## src/rtl/jk_excitation_driver_if.sv

```systemverilog
// Target handshake plus JK bank excitation/feedback bundle for jk_excitation_driver.
// master = the driver block, slave = sequence source / flip-flop bank side.
interface jk_excitation_driver_if #(
    parameter int WIDTH = 4
);
    logic             tgt_valid;
    logic [WIDTH-1:0] tgt_data;
    logic             tgt_ready;
    logic [WIDTH-1:0] q_in;
    logic [WIDTH-1:0] j;
    logic [WIDTH-1:0] k;
    logic             load;
    logic             done;
    logic             mismatch;
    logic [7:0]       err_cnt;

    modport master (
        input  tgt_valid, tgt_data, q_in,
        output tgt_ready, j, k, load, done, mismatch, err_cnt
    );

    modport slave (
        output tgt_valid, tgt_data, q_in,
        input  tgt_ready, j, k, load, done, mismatch, err_cnt
    );
endinterface

```

## src/rtl/jk_excitation_driver.sv

```systemverilog
// Computes one-edge J/K excitation moving a JK bank from q_in to a target word,
// then checks the bank after a settle delay and tracks mismatches.
//
// state    | meaning
// S_IDLE   | bank held (j=k=0), ready for a target
// S_DRIVE  | load=1, j/k carry the excitation for one cycle
// S_SETTLE | bank held, settle counter runs down, check on terminal count
module jk_excitation_driver #(
    parameter int WIDTH         = 4,
    parameter int XFILL         = 0,
    parameter int SETTLE_CYCLES = 1
) (
    input logic                   i_clk,
    input logic                   i_rst,
    jk_excitation_driver_if.master bus
);
    typedef enum logic [1:0] {S_IDLE, S_DRIVE, S_SETTLE} state_t;

    localparam logic [WIDTH-1:0] XMASK     = (XFILL != 0) ? '1 : '0;
    localparam logic [3:0]       SETTLE_LD = 4'(SETTLE_CYCLES);

    state_t           r_state;
    logic [WIDTH-1:0] r_target;
    logic [WIDTH-1:0] r_j;
    logic [WIDTH-1:0] r_k;
    logic             r_load;
    logic             r_done;
    logic             r_mismatch;
    logic [7:0]       r_err_cnt;
    logic [3:0]       r_cnt;

    state_t           w_state_nx;
    logic [WIDTH-1:0] w_target_nx;
    logic [WIDTH-1:0] w_j_nx;
    logic [WIDTH-1:0] w_k_nx;
    logic             w_load_nx;
    logic             w_done_nx;
    logic             w_mismatch_nx;
    logic [7:0]       w_err_cnt_nx;
    logic [3:0]       w_cnt_nx;
    logic [WIDTH-1:0] w_exc_j;
    logic [WIDTH-1:0] w_exc_k;
    logic             w_diff;

    // Don't-care terms (hold-side of each transition) take the XFILL value.
    assign w_exc_j = (~bus.q_in & bus.tgt_data) | (bus.q_in & XMASK);
    assign w_exc_k = (bus.q_in & ~bus.tgt_data) | (~bus.q_in & XMASK);
    assign w_diff  = (bus.q_in != r_target);

    always_comb begin
        w_state_nx    = r_state;
        w_target_nx   = r_target;
        w_j_nx        = '0;
        w_k_nx        = '0;
        w_load_nx     = 1'b0;
        w_done_nx     = 1'b0;
        w_mismatch_nx = r_mismatch;
        w_err_cnt_nx  = r_err_cnt;
        w_cnt_nx      = r_cnt;
        case (r_state)
            S_IDLE: begin
                if (bus.tgt_valid) begin
                    w_target_nx = bus.tgt_data;
                    w_j_nx      = w_exc_j;
                    w_k_nx      = w_exc_k;
                    w_load_nx   = 1'b1;
                    w_state_nx  = S_DRIVE;
                end
            end
            S_DRIVE: begin
                w_cnt_nx   = SETTLE_LD;
                w_state_nx = S_SETTLE;
            end
            S_SETTLE: begin
                w_cnt_nx = r_cnt - 4'd1;
                if (r_cnt == 4'd1) begin
                    w_done_nx     = 1'b1;
                    w_mismatch_nx = w_diff;
                    if (w_diff && (r_err_cnt != 8'hFF)) begin
                        w_err_cnt_nx = r_err_cnt + 8'd1;
                    end
                    w_state_nx = S_IDLE;
                end
            end
            default: w_state_nx = S_IDLE;
        endcase
    end

    always_ff @(posedge i_clk) begin
        if (i_rst) begin
            r_state    <= S_IDLE;
            r_target   <= '0;
            r_j        <= '0;
            r_k        <= '0;
            r_load     <= 1'b0;
            r_done     <= 1'b0;
            r_mismatch <= 1'b0;
            r_err_cnt  <= 8'd0;
            r_cnt      <= 4'd0;
        end else begin
            r_state    <= w_state_nx;
            r_target   <= w_target_nx;
            r_j        <= w_j_nx;
            r_k        <= w_k_nx;
            r_load     <= w_load_nx;
            r_done     <= w_done_nx;
            r_mismatch <= w_mismatch_nx;
            r_err_cnt  <= w_err_cnt_nx;
            r_cnt      <= w_cnt_nx;
        end
    end

    assign bus.tgt_ready = (r_state == S_IDLE);
    assign bus.j         = r_j;
    assign bus.k         = r_k;
    assign bus.load      = r_load;
    assign bus.done      = r_done;
    assign bus.mismatch  = r_mismatch;
    assign bus.err_cnt   = r_err_cnt;
endmodule

```

## src/flat_wrapper.sv

```systemverilog
// flat-port wrapper written by rule: the top's interface ports become plain ports
module jk_excitation_driver_flat 
#(
    parameter int WIDTH         = 4,
    parameter int XFILL         = 0,
    parameter int SETTLE_CYCLES = 1
)
  (i_clk, i_rst, bus_tgt_valid, bus_tgt_data, bus_q_in, bus_tgt_ready, bus_j, bus_k, bus_load, bus_done, bus_mismatch, bus_err_cnt);
  jk_excitation_driver_if #(.WIDTH(WIDTH)) bus_i ();
  input logic i_clk;
  input logic i_rst;
  input wire logic [$bits(bus_i.tgt_valid)-1:0] bus_tgt_valid;
  input wire logic [$bits(bus_i.tgt_data)-1:0] bus_tgt_data;
  input wire logic [$bits(bus_i.q_in)-1:0] bus_q_in;
  output wire logic [$bits(bus_i.tgt_ready)-1:0] bus_tgt_ready;
  output wire logic [$bits(bus_i.j)-1:0] bus_j;
  output wire logic [$bits(bus_i.k)-1:0] bus_k;
  output wire logic [$bits(bus_i.load)-1:0] bus_load;
  output wire logic [$bits(bus_i.done)-1:0] bus_done;
  output wire logic [$bits(bus_i.mismatch)-1:0] bus_mismatch;
  output wire logic [$bits(bus_i.err_cnt)-1:0] bus_err_cnt;
  assign bus_i.tgt_valid = bus_tgt_valid;
  assign bus_i.tgt_data = bus_tgt_data;
  assign bus_i.q_in = bus_q_in;
  assign bus_tgt_ready = bus_i.tgt_ready;
  assign bus_j = bus_i.j;
  assign bus_k = bus_i.k;
  assign bus_load = bus_i.load;
  assign bus_done = bus_i.done;
  assign bus_mismatch = bus_i.mismatch;
  assign bus_err_cnt = bus_i.err_cnt;
  jk_excitation_driver #(.WIDTH(WIDTH), .XFILL(XFILL), .SETTLE_CYCLES(SETTLE_CYCLES)) u_core (.i_clk(i_clk), .i_rst(i_rst), .bus(bus_i));
endmodule
```

## config.mk

```make
export PLATFORM = sky130hd
export DESIGN_NAME = jk_excitation_driver_flat
export DESIGN_NICKNAME = d
export VERILOG_FILES = /design/src/rtl/jk_excitation_driver_if.sv /design/src/rtl/jk_excitation_driver.sv /design/src/flat_wrapper.sv
export SDC_FILE = /design/constraint.sdc
export NUM_CORES = 1
export LEC_CHECK = 0
export BUFFER_PORTS_ARGS = -buffer_cell sky130_fd_sc_hd__buf_2
export CAP_MARGIN = 30
export CELL_PAD_IN_SITES_DETAIL_PLACEMENT = 1
export CELL_PAD_IN_SITES_GLOBAL_PLACEMENT = 1
export CORE_MARGIN = 5
export CORE_UTILIZATION = 38
export CTS_CLUSTER_SIZE = 28
export DETAILED_ROUTE_END_ITERATION = 12
export GPL_TIMING_DRIVEN = 0
export PLACE_DENSITY_LB_ADDON = 0.3
export SYNTH_ARGS = -nofsm -noshare
export SYNTH_HDL_FRONTEND = slang
export SYNTH_SLANG_ARGS = --single-unit
```

## constraint.sdc

```tcl
create_clock -name i_clk -period 2.4 [get_ports i_clk]
set_input_delay 0.24 -clock i_clk [delete_from_list [all_inputs] [get_ports i_clk]]
set_output_delay 0.24 -clock i_clk [all_outputs]
set_load 0.03 [all_outputs]
```

# Word-level counts from Yosys, hierarchy flattened
# Cells that the tools add are included.
# W data, S select, Z words.
# op_classes
n_addsub	2
eq_ne	7
mux	6
bitwise_logic	7
n_reduce_logical	10
# op_table
operator	n
$add A8 B1 Y8 const B	1
$and A4 B4 Y4	2
$ne A8 B8 Y1 const B	1
$not A4 Y4	2
$pmux W4 S2	1
$pmux W2 S3	1
$reduce_and A2 Y1	3
$eq A4 B1 Y1 const B	1
$mux W2	2
$ne A4 B4 Y1	1
$reduce_or A2 Y1	2
$sub A4 B1 Y4 const B	1
$not A1 Y1	3
$reduce_and A3 Y1	1
$reduce_or A3 Y1	1
$eq A2 B1 Y1 const B	1
$eq A2 B2 Y1 const B	1
$logic_not A2 Y1	1
$mux W1	2
$ne A2 B1 Y1 const B	1
$ne A2 B2 Y1 const B	1
$reduce_bool A2 Y1	1
$logic_and A1 B1 Y1	1
# totals
ff_bits	29
in_bits	11
output_inout_bits	20

# Logic depth before layout (Yosys ltp)
# Gate-level depths: netlist of the first run.
# depth
depth_word	3
depth_mapped	7
ltp_nobuf	6

# Least setup slack after synthesis of the first run
# Ideal clock, no wire load.
# synth_path
kind	reg-to-reg
startpoint	reg u_core.r_state[0]
endpoint	reg u_core.r_err_cnt[5], in the netlist u_core.bus.err_cnt[5]
arrival_time_ns	1.685
setup_slack_ns	0.594
stages_incl_launch_ff	7
n_path_buf	0
cell_sequence	dfxtp_1 > inv_1 > ha_1 > nand4bb_1 > a41o_1 > nor4_1 > mux2_2
# synth_between
elab_chain_len	2
# synth_lines
item	line	rtl
start, declared	jk_excitation_driver.sv:22	state_t r_state;
start signal, assigned	jk_excitation_driver.sv:101	r_state <= w_state_nx;
$eq A2 B2 Y1	jk_excitation_driver.sv:60	case (r_state)
$reduce_and A3 Y1 (no line)	--	
end signal, assigned	jk_excitation_driver.sv:108	r_err_cnt <= w_err_cnt_nx;
end, declared	jk_excitation_driver.sv:29	logic [7:0] r_err_cnt;
# Every way passes these cells.
# A chain may end at the register's enable or synchronous reset.

# Worst setup path after layout of the first run
# Ends and elaborated chain as after synthesis.

==> impl_results.md, run 1 <==
- Ratio of cells with drive above 1 in the final layout: 0.237
- Depth of the worst register-to-register path: 6
- Number of buffer cells added on primary ports: 29
- Worst-margin pin slew: 0.575 ns
- Crit path time final: 2.16 ns
- Most common library cell in the layout ignoring fill and taps: sky130_fd_sc_hd__buf_2
- Die Outline Area: 4520 um^2
- End point of the worst hold path: u_core.bus.k[1]
- Aggregate global-route resource usage: 0.158
- Worst supply voltage drop on vdd: 337 uV
- Final-report max-slew violation count: 0
- Standby leakage power: 0.635 nW
- Ports: 31
- Worst clock skew on the final layout: 0.00971 ns
- Nets: 190
- Number of global-route vias before repair: 1,169
- Worst Hold Path Cells: 2
- Kind of critical path: reg -> reg
- Count of vias placed by the detailed router: 1,127
- Die height: 67.3 um
- Cell at the root of the clock tree: sky130_fd_sc_hd__clkbuf_4
- Beginning of the worst register-to-register path: u_core.r_state[0]
- Drt first-iter violations: 37
- Final wirelength: 3100 um
- Count of endpoints failing setup in the final report: 0
- Distinct cells, synth: 31
- Storage element area: 581 um^2
- Number of remaining DRC errors: 0
- Critical-path cell list: inv_1 -> ha_1 -> nand4bb_1 -> a41o_1 -> nor4_1 -> mux2_2
- Startpoint kind of the worst setup timing path: flop
- Post-Syn Instances: 136
- Share of the synthesized area in the top cell type: 0.466
- Number of vias per cell: 5.19
- Max stage delay cell, worst path: sky130_fd_sc_hd__nor4_1
- Post-synthesis sequential element count: 29
- TritonCTS clock tree: yes
- Cell internal power dissipation: 0.892 mW
- Data arrival time at the worst-slack endpoint: 2.39 ns
- Share of flip-flops with an asynchronous set or reset after synthesis: 0
- Layout filler cell count: 418
- Wire length of the first global-routing pass: 5260 um
- Final-layout setup total negative slack: 0 ns
- Clk sinks: 29
- Status: finished clean
- Share of the core filled with cells in the final layout: 0.494
- Reg power frac: 0.427
- Ranking of synthesized cells by area: sky130_fd_sc_hd__dfxtp_1 (47%), sky130_fd_sc_hd__ha_1 (7.0%), sky130_fd_sc_hd__a21oi_1 (6.0%), sky130_fd_sc_hd__nor3b_1 (4.8%), sky130_fd_sc_hd__nand3_1 (3.2%)
- Worst min-delay path category: in -> reg
- Maximum number of pins on one net before global-route repair: 11
- Hold Vio Cnt, Final: 0
- Commonest cells after routing, fill and taps aside: sky130_fd_sc_hd__buf_2 (30), sky130_fd_sc_hd__dfxtp_1 (29), sky130_fd_sc_hd__a21oi_1 (15)
- Worst hold path startpoint: bus_tgt_data[1]
- Setup Buffers After CTS: 0
- Power share of the clock group: 0.325
- FP Rows: 20
- Clock transition time at the flip-flop clock pins of the worst setup and hold paths: 0.09 ns
- Max-Cap Viols: 0
- Maximum clock frequency: 464 MHz
- PD cells: 842 nW/um^2
- HPWL after detailed placement: 2380 um
- Max incr delay on CP: 0.38 ns
- Number of diodes: 0
- Combinational group share of total power: 0.247
- Worst slew margin relative to its limit: 0.615
- Post-synthesis instance area: 1250 um^2
- Initial antenna violation count: 0
- Kind of end point of the critical path: flop
- Initial core utilization: 0.402
- Predominant post-synthesis flop cell: sky130_fd_sc_hd__dfxtp_1
- TritonCTS Buffers: 5
- Buffers from clock root to sink, at most: 2
- Footprint of the multi-input gates: 612 um^2
- Net count after synthesis: 154
- Hold-fix buffers, CTS: 0
- Worst Path Required: 2.63 ns
- Flop2flop setup slack: 0.24 ns
- Cell taking the most area after synthesis: sky130_fd_sc_hd__dfxtp_1
- Antenna-violating nets left: 0
- Area added between synthesis and finish: 22.9%
- Yosys warning count: 0
- Standard cell core area: 3100 um^2
- Setup repair after global routing missed its margin: no
- Period utilisation layout: 0.899
- Portion of the post-synthesis area used by sequential elements: 0.466
- Biggest fanout along the worst timing path: 7
- Endpoint of the worst register-to-register path: u_core.bus.err_cnt[5]
- Routed len/inst: 14.3 um
- Net switching power of the design: 0.399 mW
- Proportion of total power due to net switching: 0.309
- Pre-Repair DR Iteration Count: 4
- # resized after CTS: 0
- Post-layout power: 1.29 mW
- X dimension of the die: 67.3 um
- Count of flip-flops with a built-in enable after synthesis: 0
- Number of levels the H-tree was split into: 2
- Clock Latency Late Sink: 0.33 ns
- RePlAce Congestion: 0.783
- Synthesized area divided by synthesized cell count: 9.16 um^2
- GR Overflow Total: 0
## how the worst max path moves through the flow
stage	cells after the start	start	end	slack, ns
floorplan	6	u_core.r_state[0]	u_core.bus.err_cnt[5]	0.59
global placement	6	u_core.r_state[0]	u_core.bus.err_cnt[5]	0.30
detailed placement	6	u_core.r_state[0]	u_core.bus.err_cnt[5]	0.27
CTS	7	u_core.r_state[0]	u_core.bus.err_cnt[2]	0.20
global route	7	u_core.r_state[0]	u_core.bus.err_cnt[2]	0.05
finish	6	u_core.r_state[0]	u_core.bus.err_cnt[5]	0.24
## cell families (layout without fill, tap and decap cells)
| group | Yosys count | in the layout | synth area share |
|---|---|---|---|
| XOR/XNOR | 4 | 4 | 0.0281 |
| adder cells (fa/ha/maj) | 7 | 7 | 0.0703 |
| buffers and inverters | 14 | 51 | 0.0432 |
| flip-flops | 29 | 29 | 0.466 |
| AO/OA/AOI/OAI | 27 | 27 | 0.131 |
| AND/OR/NAND/NOR | 52 | 52 | 0.237 |
| multiplexers | 3 | 3 | 0.0251 |
## per-stage QoR
stage	hold WS [ns]	area, um^2	cells	worst slack (ns)
6_report	0.0830	1530	217	0.243
5_1_grt	0.0683	1530	217	0.0464
4_1_cts	0.0705	1530	217	0.202
3_5_place_dp	0.433	1450	209	0.266
3_3_place_gp	0.432	1450	209	0.301
2_1_floorplan	0.316	1250	136	0.594
## cell usage after synthesis (4+ instances only)
master,number
sky130_fd_sc_hd__a21oi_1,15
sky130_fd_sc_hd__nand2_1,9
sky130_fd_sc_hd__nor3b_1,8
sky130_fd_sc_hd__o21ai_0,4
sky130_fd_sc_hd__nor2_1,9
sky130_fd_sc_hd__inv_1,9
sky130_fd_sc_hd__nand3_1,8
sky130_fd_sc_hd__dfxtp_1,29
sky130_fd_sc_hd__ha_1,7
sky130_fd_sc_hd__xnor2_1,4
## state kept, by name, summed over array words and instances (netlist names)
signal / cells
u_core.bus.load: 1
u_core.bus.mismatch: 1
u_core.bus.j: 4
u_core.bus.done: 1
u_core.r_state: 2
u_core.r_cnt: 4
u_core.bus.k: 4
u_core.r_target: 4
u_core.bus.err_cnt: 8
## worst max-delay path: cells and delay by family (launching register included)
kind            cells  cell delay (ns)
compound gates      1             0.33
fa+ha+maj           1             0.30
buf+inv             1             0.11
flops               1             0.34
mux                 1             0.37
simple gates        2             0.60
## layout make-up
type,count,share of cell area
multi-input combinational,93,0.400
sequential,29,0.379
timing repair buffer,29,0.0948
clock buffer,7,0.0359
tap,44,0.0359
inverter,9,0.0221
clock inverter,1,0.0196
buffer,5,0.0131
## routing by layer
layer  up-vias  GRT usage  wire length (um)
met5         -          0                 0
met1       544      0.159              1240
li1        551          -                 -
met4         0     0.0608                48
met2        27      0.292              1600
met3         5     0.0599               212
## power groups by stage
stage	clock network, mW	registers, mW	logic (mW)
after detailed placement	0	0.564	0.324
after global placement	0	0.559	0.303
final	0.420	0.551	0.319
after CTS	0.432	0.552	0.326
after global routing	0.461	0.559	0.359
after floorplan	0	0.581	0.215
Power figures use the tool's default switching activity.
==> run 2: changes to the inputs <==
--- a/config.mk
+++ b/config.mk
@@ -15,6 +15,7 @@
 export DETAILED_ROUTE_END_ITERATION = 12
 export GPL_TIMING_DRIVEN = 0
 export PLACE_DENSITY_LB_ADDON = 0.3
+export SETUP_SLACK_MARGIN = 0.5
 export SYNTH_ARGS = -nofsm -noshare
 export SYNTH_HDL_FRONTEND = slang
 export SYNTH_SLANG_ARGS = --single-unit
==> impl_results.md, run 2 (synthesized netlist as in run 1, its figures left out) <==
- Status: finished clean
- Drt first-iter violations: 33
- Clock Latency Late Sink: 0.33 ns
- Hold Vio Cnt, Final: 0
- Number of flip-flops in the largest register: 8
- Worst Path Required: 2.61 ns
- Pre-Repair DR Iteration Count: 3
- Final-layout setup total negative slack: 0 ns
- Number of global-route vias before repair: 1,174
- Beginning of the worst register-to-register path: u_core.r_state[0]
- Depth of the worst register-to-register path: 7
- Placed Instances: 209
- Kind of critical path: reg -> reg
- Number of levels the H-tree was split into: 2
- Storage element area: 582 um^2
- PD cells: 821 nW/um^2
- WHS: 0.0874 ns
- Die height: 67.3 um
- Most common library cell in the layout ignoring fill and taps: sky130_fd_sc_hd__buf_2
- Final wirelength: 3180 um
- Setup repair after global routing missed its margin: yes
- Standard cell core area: 3100 um^2
- Number of buffer cells added on primary ports: 29
- Layout filler cell count: 408
- Routed len/inst: 14.5 um
- Worst supply voltage drop on vdd: 345 uV
- Crit path time final: 1.82 ns
- Maximum clock frequency: 551 MHz
- Worst slew margin relative to its limit: 0.515
- Flop2flop setup slack: 0.58 ns
- Biggest fanout along the worst timing path: 10
- First element of the critical path: u_core.r_state[0]
- Capture point of the worst path: u_core.bus.err_cnt[7]
- Standby leakage power: 0.649 nW
- Initial antenna violation count: 0
- Worst-margin pin slew: 0.724 ns
- Period utilisation layout: 0.757
- GR Overflow Total: 0
- TritonCTS clock tree: yes
- Non-filler cells, final: 219
- Worst clock skew on the final layout: 0.00784 ns
- Number of diodes: 0
- Aggregate global-route resource usage: 0.159
- Initial core utilization: 0.402
- HPWL after detailed placement: 2380 um
- Footprint of the multi-input gates: 699 um^2
- Commonest cells after routing, fill and taps aside: sky130_fd_sc_hd__buf_2 (30), sky130_fd_sc_hd__dfxtp_1 (28), sky130_fd_sc_hd__a21oi_1 (13), sky130_fd_sc_hd__nand2_1 (9), sky130_fd_sc_hd__nor2_1 (9)
- Startpoint kind of the worst setup timing path: flop
- Ports: 31
- FP Rows: 20
- Antenna-violating nets left: 0
- Clk sinks: 29
- RePlAce Congestion: 0.783
- Count of endpoints failing setup in the final report: 0
- Setup Slack @ Placement: 0.266 ns
- Kind of end point of the critical path: flop
- Die Outline Area: 4520 um^2
- Count of vias placed by the detailed router: 1,119
- TritonCTS Buffers: 5
- Clock transition time at the flip-flop clock pins of the worst setup and hold paths: 0.09 ns
- Worst min-delay path category: in -> reg
- PnR worst setup slack: 0.584 ns
- Wire length of the first global-routing pass: 5290 um
- Worst Hold Path Cells: 2
- Nets: 192
- Maximum number of pins on one net before global-route repair: 11
- Number of vias per cell: 5.11
- Ratio of cells with drive above 1 in the final layout: 0.314
- Final-report max-slew violation count: 0
- Data arrival time at the worst-slack endpoint: 2.02 ns
- Area added between synthesis and finish: 31.2%
- Buffers from clock root to sink, at most: 2
- Number of remaining DRC errors: 0
- Max-Cap Viols: 0
- Endpoint of the worst register-to-register path: u_core.bus.err_cnt[7]
- X dimension of the die: 67.3 um
- Cell at the root of the clock tree: sky130_fd_sc_hd__clkbuf_4
run 2: cell types whose count changed in the layout (fill, tap and decap cells not counted), moves of 2 or more:
| cell | delta |
|---|---|
| sky130_fd_sc_hd__ha_4 | +2 |
| sky130_fd_sc_hd__a21oi_2 | +2 |
| sky130_fd_sc_hd__ha_1 | -2 |
| sky130_fd_sc_hd__buf_4 | +2 |
| sky130_fd_sc_hd__inv_2 | +2 |
| sky130_fd_sc_hd__a21oi_1 | -2 |
| sky130_fd_sc_hd__inv_1 | -2 |
run 2: power by group:
part           switching, mW  internal [mW]
sequential            0.0360          0.524
combinational          0.218          0.142
clock                  0.174          0.249
total                  0.428          0.915
run 2: stage by stage:
stage | cell area (um^2) | power (mW) | utilization
after global routing | 1640 | 1.43 | 0.527
after detailed placement | 1450 | 0.888 | 0.466
after floorplan | 1250 | 0.795 | -
after global placement | 1450 | 0.861 | 0.466
final | 1640 | 1.34 | 0.527
after CTS | 1580 | 1.33 | 0.508
run 2: worst max-delay path: stages (launching register included):
cell,delay [ns]
sky130_fd_sc_hd__dfxtp_1,0.35
sky130_fd_sc_hd__inv_2,0.10
sky130_fd_sc_hd__ha_4,0.17
sky130_fd_sc_hd__nand4bb_4,0.13
sky130_fd_sc_hd__a41o_4,0.29
sky130_fd_sc_hd__buf_2,0.20
sky130_fd_sc_hd__o41ai_2,0.35
sky130_fd_sc_hd__a21oi_1,0.10
run 2: how the worst min path moves through the flow:
stage	endpoint	slack, ns	start
after floorplan	u_core.bus.k[0]	0.32	bus_tgt_data[0]
after global placement	u_core.bus.k[1]	0.43	bus_tgt_data[1]
after detailed placement	u_core.bus.k[1]	0.43	bus_tgt_data[1]
after CTS	u_core.bus.k[1]	0.07	bus_tgt_data[1]
after global routing	u_core.bus.k[3]	0.07	bus_tgt_data[3]
final	u_core.bus.k[1]	0.09	bus_tgt_data[1]
run 2: area by class of cell:
cell class,count,area share
tap,44,0.0337
sequential,29,0.356
inverter,9,0.0207
multi-input combinational,93,0.428
clock buffer,7,0.0337
timing repair buffer,31,0.0979
buffer,5,0.0122
clock inverter,1,0.0184
run 2: per-layer routing:
metal,track usage,part of all wire,vias up
li1,-,-,556
met1,0.160,0.41,535
met4,0.0658,0.015,0
met3,0.0616,0.060,5
met2,0.290,0.51,23
met5,0,0,-
run 2: what timing repair did:
item / in CTS / in global routing
setup buffers: 1 / 1
resized for setup: 7 / 10
endpoints found under the setup margin: 8 / 9
hold buffers: 0 / 0
==> run 3: changes to the inputs <==
--- a/config.mk
+++ b/config.mk
@@ -5,12 +5,13 @@
 export SDC_FILE = /design/constraint.sdc
 export NUM_CORES = 1
 export LEC_CHECK = 0
+export ABC_AREA = 1
 export BUFFER_PORTS_ARGS = -buffer_cell sky130_fd_sc_hd__buf_2
 export CAP_MARGIN = 30
 export CELL_PAD_IN_SITES_DETAIL_PLACEMENT = 1
 export CELL_PAD_IN_SITES_GLOBAL_PLACEMENT = 1
 export CORE_MARGIN = 5
-export CORE_UTILIZATION = 38
+export CORE_UTILIZATION = 34
 export CTS_CLUSTER_SIZE = 28
 export DETAILED_ROUTE_END_ITERATION = 12
 export GPL_TIMING_DRIVEN = 0
==> constraint.sdc (replaced) <==
create_clock -name i_clk -period 1.55 [get_ports i_clk]
set_input_delay 0.155 -clock i_clk [delete_from_list [all_inputs] [get_ports i_clk]]
set_output_delay 0.155 -clock i_clk [all_outputs]
set_load 0.03 [all_outputs]
==> impl_results.md, run 3 <==
- Status: finished clean
- Worst Hold Path Cells: 2
- Final-layout setup total negative slack: 0 ns
- HPWL after detailed placement: 2430 um
- Met2 layer usage reported by global route: 0.258
- Initial antenna violation count: 0
- Standby leakage power: 0.938 nW
- PD cells: 1380 nW/um^2
- Share of the core filled with cells in the final layout: 0.533
- Setup repair after global routing missed its margin: yes
- Worst clock skew on the final layout: 0.00450 ns
- Die height: 73.0 um
- Startpoint kind of the worst setup timing path: flop
- Footprint of the multi-input gates: 867 um^2
- Number of remaining DRC errors: 0
- Top-count cell post-synth: sky130_fd_sc_hd__nand2_1
- Clock Latency Late Sink: 0.28 ns
- Number of levels the H-tree was split into: 2
- Aggregate global-route resource usage: 0.153
- Area added between synthesis and finish: 54.5%
- Clock transition time at the flip-flop clock pins of the worst setup and hold paths: 0.06 ns
- Number of flip-flops in the largest register: 8
- Met3 capacity usage during global routing: 0.0386
- Grt peak-use layer: met2
- Cell taking the most area after synthesis: sky130_fd_sc_hd__dfxtp_1
- RePlAce Congestion: 0.760
- Worst slew margin relative to its limit: 0.733
- GR Util met1: 0.177
- Storage element area: 602 um^2
- Most common library cell in the layout ignoring fill and taps: sky130_fd_sc_hd__nand2_1
- Biggest fanout along the worst timing path: 3
- Buffers from clock root to sink, at most: 2
- Commonest cells after routing, fill and taps aside: sky130_fd_sc_hd__nand2_1 (36), sky130_fd_sc_hd__buf_2 (22), sky130_fd_sc_hd__inv_1 (21), sky130_fd_sc_hd__dfxtp_1 (18), sky130_fd_sc_hd__buf_4 (16)
- FP Rows: 23
- Pre-Repair DR Iteration Count: 4
- X dimension of the die: 73.0 um
- Count of endpoints failing setup in the final report: 0
- Data arrival time at the worst-slack endpoint: 1.53 ns
- Drt first-iter violations: 25
- Count of flip-flops with a built-in enable after synthesis: 0
- Yosys warning count: 0
- Beginning of the worst register-to-register path: u_core.bus.err_cnt[0]
- Kind of end point of the critical path: flop
- Final wirelength: 3780 um
- Post-synthesis sequential element count: 29
- Depth of the worst register-to-register path: 7
- Max-Cap Viols: 0
- Worst hold path startpoint: bus_tgt_data[1]
- Worst-margin pin slew: 0.397 ns
- Cell at the root of the clock tree: sky130_fd_sc_hd__clkbuf_8
- Number of diodes: 0
- Ranking of synthesized cells by area: sky130_fd_sc_hd__dfxtp_1 (43%), sky130_fd_sc_hd__nand2_1 (11%), sky130_fd_sc_hd__inv_1 (8.1%), sky130_fd_sc_hd__ha_1 (6.5%), sky130_fd_sc_hd__a21oi_1 (4.1%)
- Placed Instances: 259
- GR Overflow Total: 0
- Post-Syn Instances: 179
- Standard cell core area: 3910 um^2
- Number of buffer cells added on primary ports: 30
- Predominant post-synthesis flop cell: sky130_fd_sc_hd__dfxtp_1
- Flop2flop setup slack: 0.24 ns
- Die Outline Area: 5330 um^2
- Crit path time final: 1.31 ns
- Antenna-violating nets left: 0
- Clk sinks: 29
- Maximum number of pins on one net before global-route repair: 11
- Initial core utilization: 0.345
- Worst Path Required: 1.77 ns
- Kind of critical path: reg -> reg
- Hold Vio Cnt, Final: 0
- Worst min-delay path category: in -> reg
- Number of vias per cell: 4.77
- Number of global-route vias before repair: 1,379
- Synthesized area divided by synthesized cell count: 7.54 um^2
- Endpoint of the worst register-to-register path: u_core.bus.err_cnt[6]
- Count of vias placed by the detailed router: 1,354
- Portion of the post-synthesis area used by sequential elements: 0.430
- Nets: 251
- Distinct cells, synth: 23
- End point of the worst hold path: u_core.bus.k[1]
- Ports: 31
- Routed len/inst: 13.3 um
- Maximum clock frequency: 765 MHz
- Share of the synthesized area in the top cell type: 0.430
- Non-filler cells, final: 284
- Share of flip-flops with an asynchronous set or reset after synthesis: 0
- TritonCTS Buffers: 5
- Cell types with the highest counts after synthesis: sky130_fd_sc_hd__nand2_1 (41), sky130_fd_sc_hd__dfxtp_1 (29), sky130_fd_sc_hd__inv_1 (29), sky130_fd_sc_hd__nor2_1 (14)
- TritonCTS clock tree: yes
- Final-report max-slew violation count: 0
- Post-synthesis instance area: 1350 um^2
- Ratio of cells with drive above 1 in the final layout: 0.500
- Wire length of the first global-routing pass: 6260 um
- Net count after synthesis: 197
- Period utilisation layout: 0.844
- Worst supply voltage drop on vdd: 1820 uV
- Layout filler cell count: 487
[run 3: cell types whose count changed after synthesis, sizes merged, moves of 4 or more]
cell / delta
nand2: +35
inv: +21
nor3: +10
nor3b: -8
nor2: +7
nand4: +6
o22ai: +4
xnor2: -4
[run 3: repair_timing]
item	CTS	global route
setup endpoints to repair	30	36
hold buffers	0	0
pin swaps	11	13
gates cloned	2	0
buffers inserted	10	5
resized for setup	22	31
[run 3: power breakdown]
| part | leakage (nW) | internal [mW] | switching [mW] |
|---|---|---|---|
| Sequential | 0.242 | 0.865 | 0.0809 |
| Clock | 0.0450 | 0.310 | 0.284 |
| Combinational | 0.651 | 0.579 | 0.757 |
[run 3: final cells by class]
cell class                      count  area share
Buffer                              2     0.00960
Clock buffer                        6      0.0348
Clock inverter                      2     0.00480
Inverter                           31      0.0618
Multi-Input combinational cell    118       0.416
Sequential cell                    29       0.289
Tap cell                           50      0.0300
Timing Repair Buffer               46       0.155
[run 3: routing by layer]
layer	vias to the layer above	share of wire
li1	688	-
met1	637	0.41
met2	22	0.53
met3	7	0.046
met4	0	0.016
met5	-	0
[run 3: kinds of logic (layout without fill, tap and decap cells)]
family | Yosys count | in the layout | share of synthesized area
fa+ha+maj | 7 | 7 | 0.0649
flops | 29 | 29 | 0.430
compound gates | 24 | 24 | 0.100
buf+inv | 33 | 87 | 0.0927
simple gates | 85 | 86 | 0.306
xor+xnor | 1 | 1 | 0.00649
[run 3: critical path, cell delays in order (launching register included)]
cell and delay, ns:
sky130_fd_sc_hd__dfxtp_4 0.36, sky130_fd_sc_hd__ha_4 0.15, sky130_fd_sc_hd__nand2_4 0.06, sky130_fd_sc_hd__nor3_1 0.36, sky130_fd_sc_hd__nand3_2 0.12, sky130_fd_sc_hd__nand2_1 0.08, sky130_fd_sc_hd__nand2_1 0.04, sky130_fd_sc_hd__nor2_1 0.08
[run 3: worst max path at each step]
stage | from | endpoint
after floorplan | u_core.bus.err_cnt[0] | u_core.bus.err_cnt[7]
after global placement | u_core.r_state[0] | u_core.bus.err_cnt[6]
after detailed placement | u_core.r_cnt[1] | u_core.bus.err_cnt[6]
after CTS | u_core.r_state[0] | u_core.bus.err_cnt[2]
after global routing | u_core.bus.err_cnt[1] | u_core.bus.err_cnt[6]
final | u_core.bus.err_cnt[0] | u_core.bus.err_cnt[6]
[run 3: stage by stage]
stage                     worst slack (ns)  power (mW)  hold slack, ns  cell area (um^2)
after floorplan                      0.286        1.70           0.225              1490
after global placement               0.168        1.88           0.341              1700
after detailed placement             0.155        1.89           0.341              1700
after CTS                            0.263        2.72          0.0340              1950
after global routing                 0.125        3.10          0.0383              2090
final                                0.242        2.88          0.0497              2090
